[config.mk]
export PLATFORM = sky130hd
export DESIGN_NAME = memory_access_arbiter_flat
export DESIGN_NICKNAME = d
export VERILOG_FILES = /design/src/rtl/memory_access_arbiter_pkg.sv /design/src/rtl/memory_access_arbiter_if.sv /design/src/rtl/memory_access_arbiter_rr_select2.sv /design/src/rtl/memory_access_arbiter.sv /design/src/flat_wrapper.sv
export SDC_FILE = /design/constraint.sdc
export NUM_CORES = 1
export LEC_CHECK = 0
export ABC_AREA = 1
export BUFFER_PORTS_ARGS = -buffer_cell sky130_fd_sc_hd__buf_2
export CAP_MARGIN = 10
export CORE_MARGIN = 2
export CORE_UTILIZATION = 35
export CTS_BUF_LIST = sky130_fd_sc_hd__clkbuf_8
export CTS_CLUSTER_SIZE = 8
export DETAILED_ROUTE_END_ITERATION = 8
export PLACE_DENSITY = 0.61
export SYNTH_ARGS = -nofsm -noshare
export SYNTH_HDL_FRONTEND = slang
export SYNTH_SLANG_ARGS = --single-unit
[constraint.sdc]
create_clock -name clock -period 3.8 [get_ports clock]
set_input_delay 0.57 -clock clock [delete_from_list [all_inputs] [get_ports clock]]
set_output_delay 0.57 -clock clock [all_outputs]
set_load 0.005 [all_outputs]
[src/rtl/memory_access_arbiter_pkg.sv]
// Shared types and constants for the fetch / load-store memory arbiter.
package memory_access_arbiter_pkg;

  // Arbiter FSM states
  typedef enum logic [1:0] {
    ARB_IDLE    = 2'd0,
    ARB_BUSY    = 2'd1,
    ARB_RESPOND = 2'd2
  } arb_state_t;

  // Requester identities; also the encoding held in last_grant
  typedef enum logic {
    ARB_INST = 1'b0,
    ARB_DATA = 1'b1
  } arb_id_t;

  // funct3 code for a full 32-bit word access; fetches always use it
  localparam logic [2:0] WIDTH_WORD = 3'b010;

  localparam int MEM_LATENCY_MIN = 1;
  localparam int MEM_LATENCY_MAX = 15;

  // True when a latency value fits the 4-bit countdown and is non-zero
  function automatic bit latency_ok(input int lat);
    return (lat >= MEM_LATENCY_MIN) && (lat <= MEM_LATENCY_MAX);
  endfunction

endpackage

[src/rtl/memory_access_arbiter_if.sv]
// Requester and memory-port bundle of the arbiter.
// slave: the arbiter side. master: requesters plus the memory model.
interface memory_access_arbiter_if;

  // instruction-fetch requester
  logic        inst_req;
  logic [31:0] inst_address;
  logic        inst_grant;
  logic [31:0] inst_data;

  // load/store requester
  logic        data_req;
  logic        data_write_enable;
  logic [31:0] data_address;
  logic [31:0] data_write_data;
  logic [2:0]  data_width;
  logic        data_grant;
  logic [31:0] data_read_data;

  // shared memory port
  logic [31:0] mem_address;
  logic [31:0] mem_write_data;
  logic [2:0]  mem_width;
  logic        mem_read_enable;
  logic        mem_write_enable;
  logic [31:0] mem_data_fetched;

  modport slave (
    input  inst_req, inst_address,
    output inst_grant, inst_data,
    input  data_req, data_write_enable, data_address, data_write_data, data_width,
    output data_grant, data_read_data,
    output mem_address, mem_write_data, mem_width, mem_read_enable, mem_write_enable,
    input  mem_data_fetched
  );

  modport master (
    output inst_req, inst_address,
    input  inst_grant, inst_data,
    output data_req, data_write_enable, data_address, data_write_data, data_width,
    input  data_grant, data_read_data,
    input  mem_address, mem_write_data, mem_width, mem_read_enable, mem_write_enable,
    output mem_data_fetched
  );

endinterface

[src/rtl/memory_access_arbiter_rr_select2.sv]
// Combinational two-requester round-robin picker.
// On a tie the requester that did not win the last tie is chosen.
module rr_select2
  import memory_access_arbiter_pkg::*;
(
  input  logic    req_inst,
  input  logic    req_data,
  input  arb_id_t last_grant,
  output arb_id_t winner,
  output logic    any
);

  // Pick a winner: a lone requester wins outright, a tie goes to the other side
  always_comb begin
    any    = req_inst | req_data;
    winner = ARB_INST;
    if (req_inst && req_data) begin
      winner = (last_grant == ARB_INST) ? ARB_DATA : ARB_INST;
    end else if (req_data) begin
      winner = ARB_DATA;
    end
  end

endmodule

[src/rtl/memory_access_arbiter.sv]
// Shares one memory port between instruction fetch and load/store.
// One transaction at a time: accept in IDLE, hold the port for
// MEM_LATENCY cycles in BUSY, pulse the winner's grant in RESPOND.
module memory_access_arbiter
  import memory_access_arbiter_pkg::*;
#(
  parameter int MEM_LATENCY = 1
) (
  input  logic                   clock,
  input  logic                   reset,
  memory_access_arbiter_if.slave bus
);

  // Reject latencies the 4-bit countdown cannot represent
  if (!latency_ok(MEM_LATENCY)) begin : g_latency_check
    $error("memory_access_arbiter: MEM_LATENCY must be within 1..15");
  end

  localparam logic [3:0] COUNT_LOAD = 4'(MEM_LATENCY - 1);

  arb_state_t  state_reg, state_next;
  arb_id_t     last_grant_reg, last_grant_next;
  arb_id_t     owner_reg, owner_next;
  arb_id_t     winner;
  logic        any_req;
  logic [3:0]  count_reg, count_next;
  logic [31:0] addr_reg, addr_next;
  logic [31:0] wdata_reg, wdata_next;
  logic [2:0]  width_reg, width_next;
  logic        we_reg, we_next;
  logic [31:0] inst_data_reg, inst_data_next;
  logic [31:0] data_rd_reg, data_rd_next;
  logic        inst_grant_reg, inst_grant_next;
  logic        data_grant_reg, data_grant_next;
  logic        mem_re_reg, mem_re_next;
  logic        mem_we_reg, mem_we_next;

  rr_select2 u_rr_select2 (
    .req_inst   (bus.inst_req),
    .req_data   (bus.data_req),
    .last_grant (last_grant_reg),
    .winner     (winner),
    .any        (any_req)
  );

  // State register
  always_ff @(posedge clock or negedge reset) begin
    if (!reset) begin
      state_reg <= ARB_IDLE;
    end else begin
      state_reg <= state_next;
    end
  end

  // Next-state logic: accept in IDLE, leave BUSY when the countdown is spent
  always_comb begin
    state_next = state_reg;
    case (state_reg)
      ARB_IDLE:    if (any_req) state_next = ARB_BUSY;
      ARB_BUSY:    if (count_reg == 4'd0) state_next = ARB_RESPOND;
      ARB_RESPOND: state_next = ARB_IDLE;
      default:     state_next = ARB_IDLE;
    endcase
  end

  // Transaction capture, countdown and read-data capture
  always_comb begin
    last_grant_next = last_grant_reg;
    owner_next      = owner_reg;
    count_next      = count_reg;
    addr_next       = addr_reg;
    wdata_next      = wdata_reg;
    width_next      = width_reg;
    we_next         = we_reg;
    inst_data_next  = inst_data_reg;
    data_rd_next    = data_rd_reg;
    case (state_reg)
      ARB_IDLE: begin
        if (any_req) begin
          owner_next = winner;
          count_next = COUNT_LOAD;
          // Only a genuine tie moves the round-robin pointer
          if (bus.inst_req && bus.data_req) begin
            last_grant_next = winner;
          end
          if (winner == ARB_DATA) begin
            addr_next  = bus.data_address;
            wdata_next = bus.data_write_data;
            width_next = bus.data_width;
            we_next    = bus.data_write_enable;
          end else begin
            addr_next  = bus.inst_address;
            wdata_next = 32'd0;
            width_next = WIDTH_WORD;
            we_next    = 1'b0;
          end
        end
      end
      ARB_BUSY: begin
        if (count_reg != 4'd0) begin
          count_next = count_reg - 4'd1;
        end else if (owner_reg == ARB_DATA) begin
          // stores capture too; the value is simply unused
          data_rd_next = bus.mem_data_fetched;
        end else begin
          inst_data_next = bus.mem_data_fetched;
        end
      end
      default: ;
    endcase
  end

  // Output logic: derive next-cycle strobes and grants from the next state
  always_comb begin
    mem_re_next     = 1'b0;
    mem_we_next     = 1'b0;
    inst_grant_next = 1'b0;
    data_grant_next = 1'b0;
    case (state_next)
      ARB_BUSY: begin
        mem_re_next = !we_next;
        mem_we_next = we_next;
      end
      ARB_RESPOND: begin
        inst_grant_next = (owner_next == ARB_INST);
        data_grant_next = (owner_next == ARB_DATA);
      end
      default: ;
    endcase
  end

  // Datapath registers
  always_ff @(posedge clock or negedge reset) begin
    if (!reset) begin
      last_grant_reg <= ARB_DATA;
      owner_reg      <= ARB_INST;
      count_reg      <= 4'd0;
      addr_reg       <= 32'd0;
      wdata_reg      <= 32'd0;
      width_reg      <= 3'd0;
      we_reg         <= 1'b0;
      inst_data_reg  <= 32'd0;
      data_rd_reg    <= 32'd0;
    end else begin
      last_grant_reg <= last_grant_next;
      owner_reg      <= owner_next;
      count_reg      <= count_next;
      addr_reg       <= addr_next;
      wdata_reg      <= wdata_next;
      width_reg      <= width_next;
      we_reg         <= we_next;
      inst_data_reg  <= inst_data_next;
      data_rd_reg    <= data_rd_next;
    end
  end

  // Registered strobes and grants; reset clears them without waiting for a clock
  always_ff @(posedge clock or negedge reset) begin
    if (!reset) begin
      inst_grant_reg <= 1'b0;
      data_grant_reg <= 1'b0;
      mem_re_reg     <= 1'b0;
      mem_we_reg     <= 1'b0;
    end else begin
      inst_grant_reg <= inst_grant_next;
      data_grant_reg <= data_grant_next;
      mem_re_reg     <= mem_re_next;
      mem_we_reg     <= mem_we_next;
    end
  end

  assign bus.mem_address      = addr_reg;
  assign bus.mem_write_data   = wdata_reg;
  assign bus.mem_width        = width_reg;
  assign bus.mem_read_enable  = mem_re_reg;
  assign bus.mem_write_enable = mem_we_reg;
  assign bus.inst_grant       = inst_grant_reg;
  assign bus.inst_data        = inst_data_reg;
  assign bus.data_grant       = data_grant_reg;
  assign bus.data_read_data   = data_rd_reg;

endmodule
[src/flat_wrapper.sv]
// flat-port wrapper written by rule: the top's interface ports become plain ports
module memory_access_arbiter_flat import memory_access_arbiter_pkg::*;
#(
  parameter int MEM_LATENCY = 1
)
  (clock, reset, bus_inst_req, bus_inst_address, bus_inst_grant, bus_inst_data, bus_data_req, bus_data_write_enable, bus_data_address, bus_data_write_data, bus_data_width, bus_data_grant, bus_data_read_data, bus_mem_address, bus_mem_write_data, bus_mem_width, bus_mem_read_enable, bus_mem_write_enable, bus_mem_data_fetched);
  memory_access_arbiter_if bus_i ();
  input  logic clock;
  input  logic reset;
  input wire logic [$bits(bus_i.inst_req)-1:0] bus_inst_req;
  input wire logic [$bits(bus_i.inst_address)-1:0] bus_inst_address;
  output wire logic [$bits(bus_i.inst_grant)-1:0] bus_inst_grant;
  output wire logic [$bits(bus_i.inst_data)-1:0] bus_inst_data;
  input wire logic [$bits(bus_i.data_req)-1:0] bus_data_req;
  input wire logic [$bits(bus_i.data_write_enable)-1:0] bus_data_write_enable;
  input wire logic [$bits(bus_i.data_address)-1:0] bus_data_address;
  input wire logic [$bits(bus_i.data_write_data)-1:0] bus_data_write_data;
  input wire logic [$bits(bus_i.data_width)-1:0] bus_data_width;
  output wire logic [$bits(bus_i.data_grant)-1:0] bus_data_grant;
  output wire logic [$bits(bus_i.data_read_data)-1:0] bus_data_read_data;
  output wire logic [$bits(bus_i.mem_address)-1:0] bus_mem_address;
  output wire logic [$bits(bus_i.mem_write_data)-1:0] bus_mem_write_data;
  output wire logic [$bits(bus_i.mem_width)-1:0] bus_mem_width;
  output wire logic [$bits(bus_i.mem_read_enable)-1:0] bus_mem_read_enable;
  output wire logic [$bits(bus_i.mem_write_enable)-1:0] bus_mem_write_enable;
  input wire logic [$bits(bus_i.mem_data_fetched)-1:0] bus_mem_data_fetched;
  assign bus_i.inst_req = bus_inst_req;
  assign bus_i.inst_address = bus_inst_address;
  assign bus_inst_grant = bus_i.inst_grant;
  assign bus_inst_data = bus_i.inst_data;
  assign bus_i.data_req = bus_data_req;
  assign bus_i.data_write_enable = bus_data_write_enable;
  assign bus_i.data_address = bus_data_address;
  assign bus_i.data_write_data = bus_data_write_data;
  assign bus_i.data_width = bus_data_width;
  assign bus_data_grant = bus_i.data_grant;
  assign bus_data_read_data = bus_i.data_read_data;
  assign bus_mem_address = bus_i.mem_address;
  assign bus_mem_write_data = bus_i.mem_write_data;
  assign bus_mem_width = bus_i.mem_width;
  assign bus_mem_read_enable = bus_i.mem_read_enable;
  assign bus_mem_write_enable = bus_i.mem_write_enable;
  assign bus_i.mem_data_fetched = bus_mem_data_fetched;
  memory_access_arbiter #(.MEM_LATENCY(MEM_LATENCY)) u_core (.clock(clock), .reset(reset), .bus(bus_i));
endmodule
==> results of run 1 <==
cells by family (layout without fill, tap and decap cells):
group                    after synthesis  count (layout)  share of synthesized area
adder cells (fa/ha/maj)                2               2                    0.00433
flip-flops                           144             144                      0.624
buffers and inverters                 76             350                     0.0674
XOR/XNOR                               1               1                    0.00152
AND/OR/NAND/NOR                      160             160                      0.111
AO/OA/AOI/OAI                        170             170                      0.192
path summary, 6_finish.rpt:
path | endpoint | slack, ns
min in group clock | u_core.bus.mem_write_data[18]$_DFFE_PN0P_ | 0.34
max in group asynchronous | u_core.last_grant_reg$_DFFE_PN1P_ | 2.80
worst max register to register | u_core.bus.data_read_data[9]$_DFFE_PN0P_ | 1.68
worst max-delay path | u_core.bus.data_read_data[9]$_DFFE_PN0P_ | 1.68
worst min-delay path | u_core.bus.data_read_data[7]$_DFFE_PN0P_ | 0.14
worst min register to register | u_core.bus.inst_data[16]$_DFFE_PN0P_ | 0.48
per-stage QoR:
step,util,total power [µW],worst slack [ns],hold WS [ns],cells
global route,0.478,6970,1.46,0.179,1043
CTS,0.478,6530,1.65,0.136,1043
finish,0.478,6430,1.68,0.140,1043
global placement,0.453,5230,1.72,0.459,1013
detailed placement,0.453,5290,1.67,0.463,1013
floorplan,-,4190,2.40,0.274,553
cell type report:
class                      count  area [µm²]
clock buffer                  21         289
clock inverter                 9         106
sequential                   144        3600
multi-input combinational    333        1790
inverter                      43         161
timing repair buffer         277        1420
fill                        1556        8360
tap                          216         270
power groups by stage:
stage / Combinational [µW] / Sequential, µW / Clock, µW
3_5_place_dp: 2580 / 2700 / 0
4_1_cts: 2570 / 2690 / 1260
2_1_floorplan: 1440 / 2750 / 0
3_3_place_gp: 2530 / 2700 / 0
5_1_grt: 2860 / 2790 / 1330
6_report: 2510 / 2690 / 1220
per-layer routing:
layer / share of wire / vias up / GRT usage
li1: - / 2353 / -
met1: 0.45 / 2207 / 0.228
met2: 0.45 / 210 / 0.269
met3: 0.082 / 16 / 0.0544
met4: 0.014 / 0 / 0.0579
met5: 0 / - / 0
layout by cell type, fill, tap and decap left out, drive strengths merged, types with 3 or more instances in the layout:
cell / synthesis / routed
a22o: 34 / 34
buf: 23 / 277
clkbuf: 10 / 21
clkinv: 0 / 3
clkinvlp: 0 / 3
dfrtp: 143 / 143
inv: 43 / 44
nand2: 112 / 112
nand3: 4 / 4
nor2: 43 / 43
o21ai: 133 / 133
==> impl_metrics.yaml, run 1 <==
worst_setup_path:
  slowest_stage: "nand2_2"
  crit_buf_inv: 2
  worst_ep_required_time_ns: 4.16
  crit_top_cell: "nand2_1"
  ff2ff_path_depth: 8
  worstPathMaxFanout: 41
  cp-end-kind: "flip-flop"
  crit_family: "simple AND/OR/NAND/NOR gates"
  worstSetupStartpoint: "u_core.count_reg[0]$_DFFE_PN0P_"
  cpPeakStageDelay_ns: 0.55
  startpoint_type: "flip-flop"
  crit_arrival_ns: 2.49
  crit_chain: "inv_1, ha_1, nand2_1, nor2_4, nand2_2, buf_4, nand2_1, o21ai_2"
  cp_num_cells: 8
  critical_path_class: "reg -> reg"
  rr_startpoint: "u_core.count_reg[0]$_DFFE_PN0P_"
floorplanning:
  die_y_um: 132
  die_area_um2: 17500
  ioPinCount: 271
  num_rows: 46
  coreArea_um2: 16000
  start_util: 0.361
  fp.dieW_um: 132
route:
  first_iter_violations: 191
  drt_pass1_iterations: 5
  routed_wl_um: 15000
  vias_per_cell: 4.59
  drc: 0
  vias: 4786
  post_drt_wl_per_cell_um: 14.4
  ant_nets: 0
placement:
  io_buffers: 270
  placedInstanceArea_um2: 7250
  gp_congestion: 0.750
  hpwl_um: 10600
pwr:
  leakage_uw: 0.00415
  sw_frac_of_total: 0.366
  ir_worst_vdd_mv: 0.277
  p_int_uw: 4070
  clkPwrFrac: 0.190
  pwr-share-comb: 0.391
  p_per_area_nw_per_um2: 841
  power.net_switching_uw: 2350
  p_seq_frac: 0.419
sta:
  min_period_ns: 2.12
  worstMarginPinSlew_ns: 0.904
  hold_viol_final: 0
  setup_violations: 0
  rsz0062_at_grt: "no"
  finalMaxSlewViolations: 0
  fin_tns_setup_ns: 0
  finClkSkew_ns: 0.0128
  slew_headroom: 0.396
  fmax_ghz: 0.471
  period_share: 0.559
global_route:
  grt_max_degree: 75
  antenna_found_initial: 1
  grt_pass1_vias: 4685
  grt_overflow: 0
  grt_usage: 0.172
  grt_pass1_wl_um: 24200
logic_synthesis:
  ys_top_cells_by_count: "143 x dfrtp_1, 109 x nand2_1, 56 x o21ai_1"
  yosysWarnings: 0
  synthTopCellsByArea: "dfrtp_1 62%, nand2_1 7.1%, a22o_1 5.2%"
  synth_top_area_share: 0.620
  synth_nets: 691
  synth.largest_area_cell: "dfrtp_1"
  ys_seq_area_frac: 0.624
  synth_ff_type: "dfrtp_1"
  syn_area_per_cell_um2: 10.4
  yosysMostFrequentCell: "dfrtp_1"
  synth-edff-count: 0
  yosysUniqueCellTypes: 25
  netlist_instances: 553
  syn_area_um2: 5780
  async_reset_ff_frac: 1.00
  synth-seq-cells: 144
final_layout:
  area_growth_pct: 32.3
  design.final.nets: 954
  design_area_um2: 7640
  diodes: 0
  drive_above_1_share: 0.423
clocking:
  cts_setup_buffers: 0
  worst_skew_pair.late_latency_ns: 0.44
  cts_tree: "done"
  path_clk_slew_ns: 0.08
  cts_root_buf: "clkbuf_8"
  numCtsBuffers: 17
  cts_hold_buffers: 0
  cts_sinks: 144
  clockBufferDepth: 2
  cts.htree.levels: 4
  post_cts_resize_count: 0
worst_hold_path:
  hp-class: "in -> async"
job:
  drv_cap: 0
run_status:
  status: "complete, no violations"
Power figures use the tool's default switching activity.
==> run 2: changes to the inputs <==
--- a/config.mk
+++ b/config.mk
@@ -5,7 +5,7 @@
 export SDC_FILE = /design/constraint.sdc
 export NUM_CORES = 1
 export LEC_CHECK = 0
-export ABC_AREA = 1
+export ABC_AREA = 0
 export BUFFER_PORTS_ARGS = -buffer_cell sky130_fd_sc_hd__buf_2
 export CAP_MARGIN = 10
 export CORE_MARGIN = 2
==> constraint.sdc (replaced) <==
create_clock -name clock -period 2.2 [get_ports clock]
set_input_delay 0.33 -clock clock [delete_from_list [all_inputs] [get_ports clock]]
set_output_delay 0.33 -clock clock [all_outputs]
set_load 0.005 [all_outputs]
==> run 2 against run 1 <==
- clock skew grew 0.0016 ns
- non-clock buffer count grew 9
- sequential cell count is the same
- utilization grew 0.31 points
- clock power grew 70%
- die area grew 1.1%
- first-iteration DRC count shrank 29%
- hold slack lost 0.040 ns
- sequential share of layout area shrank 1.6 points
- synthesized cell count shrank 25%
==> impl_metrics.yaml, run 2 <==
run_status:
  status: "complete, no violations"
job:
  drv_cap: 0
logic_synthesis:
  synth-seq-cells: 144
  synth_ff_type: "dfrtp_1"
  synthTopCellsByArea: "dfrtp_1 61%, mux2_4 7.5%, mux2_2 6.9%"
  async_reset_ff_frac: 1.00
  yosysUniqueCellTypes: 34
  synth_nets: 550
  synth.largest_area_cell: "dfrtp_1"
  netlist_instances: 412
  yosysMostFrequentCell: "dfrtp_1"
  syn_area_um2: 5840
  ys_top_cells_by_count: "143 x dfrtp_1, 67 x o21ai_0, 36 x mux2_2"
  synth_top_area_share: 0.613
  yosysWarnings: 0
  ys_seq_area_frac: 0.617
  synth-edff-count: 0
  syn_area_per_cell_um2: 14.2
floorplanning:
  start_util: 0.355
  die_area_um2: 17700
  fp.dieW_um: 133
  ioPinCount: 271
  coreArea_um2: 16500
  die_y_um: 133
  num_rows: 47
final_layout:
  fill_cells: 1531
  design.final.nets: 827
  final_cell_mix: "269 x buf_2, 143 x dfrtp_1, 67 x o21ai_0"
  drive_above_1_share: 0.558
  final_cells: 923
  final_common_cell: "buf_2"
  area_growth_pct: 35.5
worst_setup_path:
  critical_path_class: "reg -> reg"
  startpoint_type: "flip-flop"
  crit_arrival_ns: 2.29
  worstPathMaxFanout: 33
  cp-end-kind: "flip-flop"
  worst_ep_required_time_ns: 2.51
placement:
  gp_congestion: 0.758
  hpwl_um: 10700
  place_inst: 888
  io_buffers: 270
route:
  post_drt_wl_per_cell_um: 15.7
  ant_nets: 0
  vias_per_cell: 4.73
  routed_wl_um: 14500
  first_iter_violations: 136
  vias: 4362
  drc: 0
  drt_pass1_iterations: 4
global_route:
  use_met2: 0.282
  grt_max_degree: 83
  grt_usage: 0.167
  grt_pass1_wl_um: 23400
  grt_pass1_vias: 4668
  grt.met1_usage: 0.200
  grtUsageMet3: 0.0514
  top_usage_layer: "met2"
  antenna_found_initial: 1
  grt_overflow: 0
pwr:
  leakage_uw: 0.00417
  p_per_area_nw_per_um2: 1360
  ir_worst_vdd_mv: 0.464
clocking:
  post_cts_resize_count: 0
  cts_sinks: 144
  numCtsBuffers: 17
  cts_tree: "done"
  cts_hold_buffers: 1
  worst_skew_pair.late_latency_ns: 0.44
  cts_setup_buffers: 0
  clockBufferDepth: 2
  path_clk_slew_ns: 0.09
  cts_root_buf: "clkbuf_8"
  cts.htree.levels: 4
sta:
  slew_headroom: 0.680
  fmax_ghz: 0.506
  fin_tns_setup_ns: 0
  whs_ns: 0.100
  setup_violations: 0
  hold_viol_final: 0
  worstMarginPinSlew_ns: 0.479
  finalMaxSlewViolations: 0
  period_share: 0.899
  rsz0062_at_grt: "no"
  min_period_ns: 1.98
  finClkSkew_ns: 0.0143
worst_hold_path:
  hp-class: "in -> reg"
==> run 2: cell types whose count changed after synthesis, sizes merged, moves of 10 or more <==
| cell | change |
|---|---|
| nand2 | -110 |
| mux2 | +65 |
| o21ai | -65 |
| nor2 | -38 |
| inv | -36 |
| mux2i | +34 |
| buf | -10 |
==> run 2: worst paths after layout <==
kind / start / endpoint / slack (ns) / cells past startpoint
worst max-delay path: u_core.state_reg[1]$_DFF_PN0_ / u_core.bus.inst_data[8]$_DFFE_PN0P_ / 0.22 / 4
worst min-delay path: bus_data_write_data[25] / u_core.bus.mem_write_data[25]$_DFFE_PN0P_ / 0.10 / 2
worst max register to register: u_core.state_reg[1]$_DFF_PN0_ / u_core.bus.inst_data[8]$_DFFE_PN0P_ / 0.22 / 4
worst min register to register: u_core.bus.mem_write_data[18]$_DFFE_PN0P_ / u_core.bus.mem_write_data[18]$_DFFE_PN0P_ / 0.50 / 1
max in group asynchronous: reset / u_core.bus.mem_write_data[13]$_DFFE_PN0P_ / 1.08 / 3
min in group asynchronous: reset / u_core.bus.inst_data[7]$_DFFE_PN0P_ / 0.36 / 2
==> run 2: area by class of cell <==
class / instances / area [µm²] / area share
clock buffer: 18 / 248 / 0.0313
inverter: 7 / 26.3 / 0.00332
sequential: 144 / 3600 / 0.455
timing repair buffer: 286 / 1540 / 0.195
tap: 220 / 275 / 0.0348
antenna: 1 / 2.50 / 0.000316
multi-input combinational: 233 / 2060 / 0.260
clock inverter: 14 / 156 / 0.0198
==> run 2: logic make-up after synthesis <==
| group | Yosys count | share of synthesized area |
|---|---|---|
| adders and majority gates | 2 | 0.00428 |
| muxes | 99 | 0.202 |
| xor gates and xnor gates | 1 | 0.00150 |
| DFF | 144 | 0.617 |
| AOI/OAI and AO/OA | 111 | 0.121 |
| buffers and inverters | 35 | 0.0341 |
| and+or+nand+nor | 20 | 0.0197 |
==> run 2: stage by stage <==
stage                     setup WS (ns)  area (µm²)  utilization  total power [µW]
after floorplan                   0.384        5840            -              6860
after global placement            0.159        7480        0.454              8610
after detailed placement         0.0605        7480        0.454              8760
after CTS                         0.218        7890        0.479             10900
after global routing              0.169        7910        0.481             11500
final                             0.223        7920        0.481             10800
==> run 2: critical path, stage by stage, from the launching register on <==
cell,delay [ns]
dfrtp_1,0.42
or3b_4,0.44
or3_2,0.45
buf_12,0.21
mux2_4,0.32
==> run 2: power by group <==
group          internal [µW]  switching [µW]  leakage, µW
combinational           2340            1870      0.00220
sequential              3860             611      0.00177
clock                   1060            1020     0.000203
total                   7260            3510      0.00417
==> run 2: layer usage <==
metal	wire length, µm	vias to the layer above
met5	0	-
met4	280	0
met1	6100	2113
met3	991	21
met2	7130	179
li1	-	2049
==> run 3: changes to the inputs <==
--- a/config.mk
+++ b/config.mk
@@ -9,11 +9,11 @@
 export BUFFER_PORTS_ARGS = -buffer_cell sky130_fd_sc_hd__buf_2
 export CAP_MARGIN = 10
 export CORE_MARGIN = 2
-export CORE_UTILIZATION = 35
+export CORE_UTILIZATION = 48
 export CTS_BUF_LIST = sky130_fd_sc_hd__clkbuf_8
 export CTS_CLUSTER_SIZE = 8
 export DETAILED_ROUTE_END_ITERATION = 8
-export PLACE_DENSITY = 0.61
+export PLACE_DENSITY = 0.8
 export SYNTH_ARGS = -nofsm -noshare
 export SYNTH_HDL_FRONTEND = slang
 export SYNTH_SLANG_ARGS = --single-unit
==> run 3 against run 2 <==
- sequential power about the same
- clock-buffer cell count is the same
- wire length decreased by 2.6%
- clock power up 9.6%
- critical path type unchanged
- critical endpoint is now u_core.bus.inst_data[29]$_DFFE_PN0P_
==> impl_metrics.yaml, run 3 (same netlist as run 2, synthesis figures left out) <==
run_status:
  status: "complete, no violations"
floorplanning:
  start_util: 0.488
  num_rows: 40
  ioPinCount: 271
  fp.dieW_um: 114
  die_area_um2: 13100
  coreArea_um2: 12000
  die_y_um: 114
pwr:
  clkPwrFrac: 0.209
  power.net_switching_uw: 3500
  p_seq_frac: 0.413
  p_per_area_nw_per_um2: 1400
  pwr-share-comb: 0.379
  power.total_uw: 10900
  sw_frac_of_total: 0.320
  leakage_uw: 0.00417
  p_int_uw: 7420
  ir_worst_vdd_mv: 0.569
final_layout:
  final_cell_mix: "269 x buf_2, 143 x dfrtp_1, 67 x o21ai_0"
  area_growth_pct: 33.8
  drive_above_1_share: 0.555
  diodes: 0
  design.final.nets: 822
  final_cells: 844
  final_common_cell: "buf_2"
placement:
  io_buffers: 270
  hpwl_um: 10300
  place_inst: 811
  gp_congestion: 0.778
worst_setup_path:
  cp-end-kind: "flip-flop"
  rr_startpoint: "u_core.state_reg[1]$_DFF_PN0_"
  critical_path_class: "reg -> reg"
  startpoint_type: "flip-flop"
  ff2ff_path_depth: 4
  r2r_slack_ns: 0.22
  crit_arrival_ns: 2.31
  worst_ep_required_time_ns: 2.53
  r2r-end: "u_core.bus.inst_data[29]$_DFFE_PN0P_"
  worstSetupStartpoint: "u_core.state_reg[1]$_DFF_PN0_"
  worstPathMaxFanout: 33
sta:
  worstMarginPinSlew_ns: 0.657
  fmax_ghz: 0.505
  rsz0062_at_grt: "no"
  slew_headroom: 0.558
  period_share: 0.899
  finalMaxSlewViolations: 0
  hold_viol_final: 0
  setup_violations: 0
  min_period_ns: 1.98
  fin_tns_setup_ns: 0
  finClkSkew_ns: 0.0179
global_route:
  antenna_found_initial: 0
  grt_pass1_wl_um: 22400
  grt_pass1_vias: 4574
  grt_max_degree: 57
  grt_overflow: 0
  grt_usage: 0.222
clocking:
  path_clk_slew_ns: 0.08
  numCtsBuffers: 17
  clockBufferDepth: 2
  worst_skew_pair.late_latency_ns: 0.45
  cts_sinks: 144
  cts_setup_buffers: 0
  cts_root_buf: "clkbuf_8"
  cts.htree.levels: 4
  cts_tree: "done"
route:
  first_iter_violations: 262
  drt_pass1_iterations: 6
  drc: 0
  ant_nets: 0
  post_drt_wl_per_cell_um: 16.7
  routed_wl_um: 14100
  vias_per_cell: 5.22
  vias: 4402
worst_hold_path:
  min_to: "u_core.bus.mem_write_data[7]$_DFFE_PN0P_"
  min-delay-start: "bus_data_write_data[7]"
  hp-class: "in -> reg"
  hold_depth: 2
job:
  drv_cap: 0
-- run 3: through the flow --
step	cell area (µm²)	utilization	hold WS [ns]	setup slack, ns
after detailed placement	7370	0.616	0.259	0.212
after floorplan	5840	-	0.0344	0.384
after CTS	7820	0.654	0.0538	0.214
final	7820	0.654	0.0976	0.221
after global placement	7370	0.616	0.256	0.274
after global routing	7820	0.654	0.0572	0.182
-- run 3: timing repair --
item,in CTS,in global routing
hold buffers,1,0
hold endpoints to repair,37,0
gates resized for setup,0,0
-- run 3: routing by layer --
layer	track usage	part of all wire
met1	0.265	0.40
met4	0.104	0.025
met2	0.376	0.52
met3	0.0577	0.058
met5	0	0
-- run 3: cell type report --
cell class,count,area (µm²)
clock buffer,18,248
fill,893,4140
tap,147,184
multi-input combinational,233,2060
sequential,144,3600
timing repair buffer,281,1510
inverter,7,26.3
clock inverter,14,189
-- run 3: power groups by stage --
stage,Clock (µW),Combinational [µW],Sequential [µW]
2_1_floorplan,0,2280,4580
3_3_place_gp,0,4020,4490
3_5_place_dp,0,4190,4540
4_1_cts,2350,4180,4510
5_1_grt,2460,4520,4630
6_report,2280,4130,4500
-- run 3: worst max-delay path by stage --
stage,endpoint,depth (start not counted)
final,u_core.bus.inst_data[29]$_DFFE_PN0P_,4
after global routing,u_core.bus.inst_data[10]$_DFFE_PN0P_,4
after CTS,u_core.bus.inst_data[29]$_DFFE_PN0P_,4
after detailed placement,u_core.bus.inst_data[15]$_DFFE_PN0P_,4
after global placement,u_core.bus.inst_data[29]$_DFFE_PN0P_,4
after floorplan,u_core.bus.inst_data[0]$_DFFE_PN0P_,5
-- run 3: worst max-delay path, cell delays in order (launching register included) --
cell,delay (ns)
dfrtp_1,0.42
or3b_4,0.45
or3_2,0.46
buf_12,0.21
mux2_4,0.32
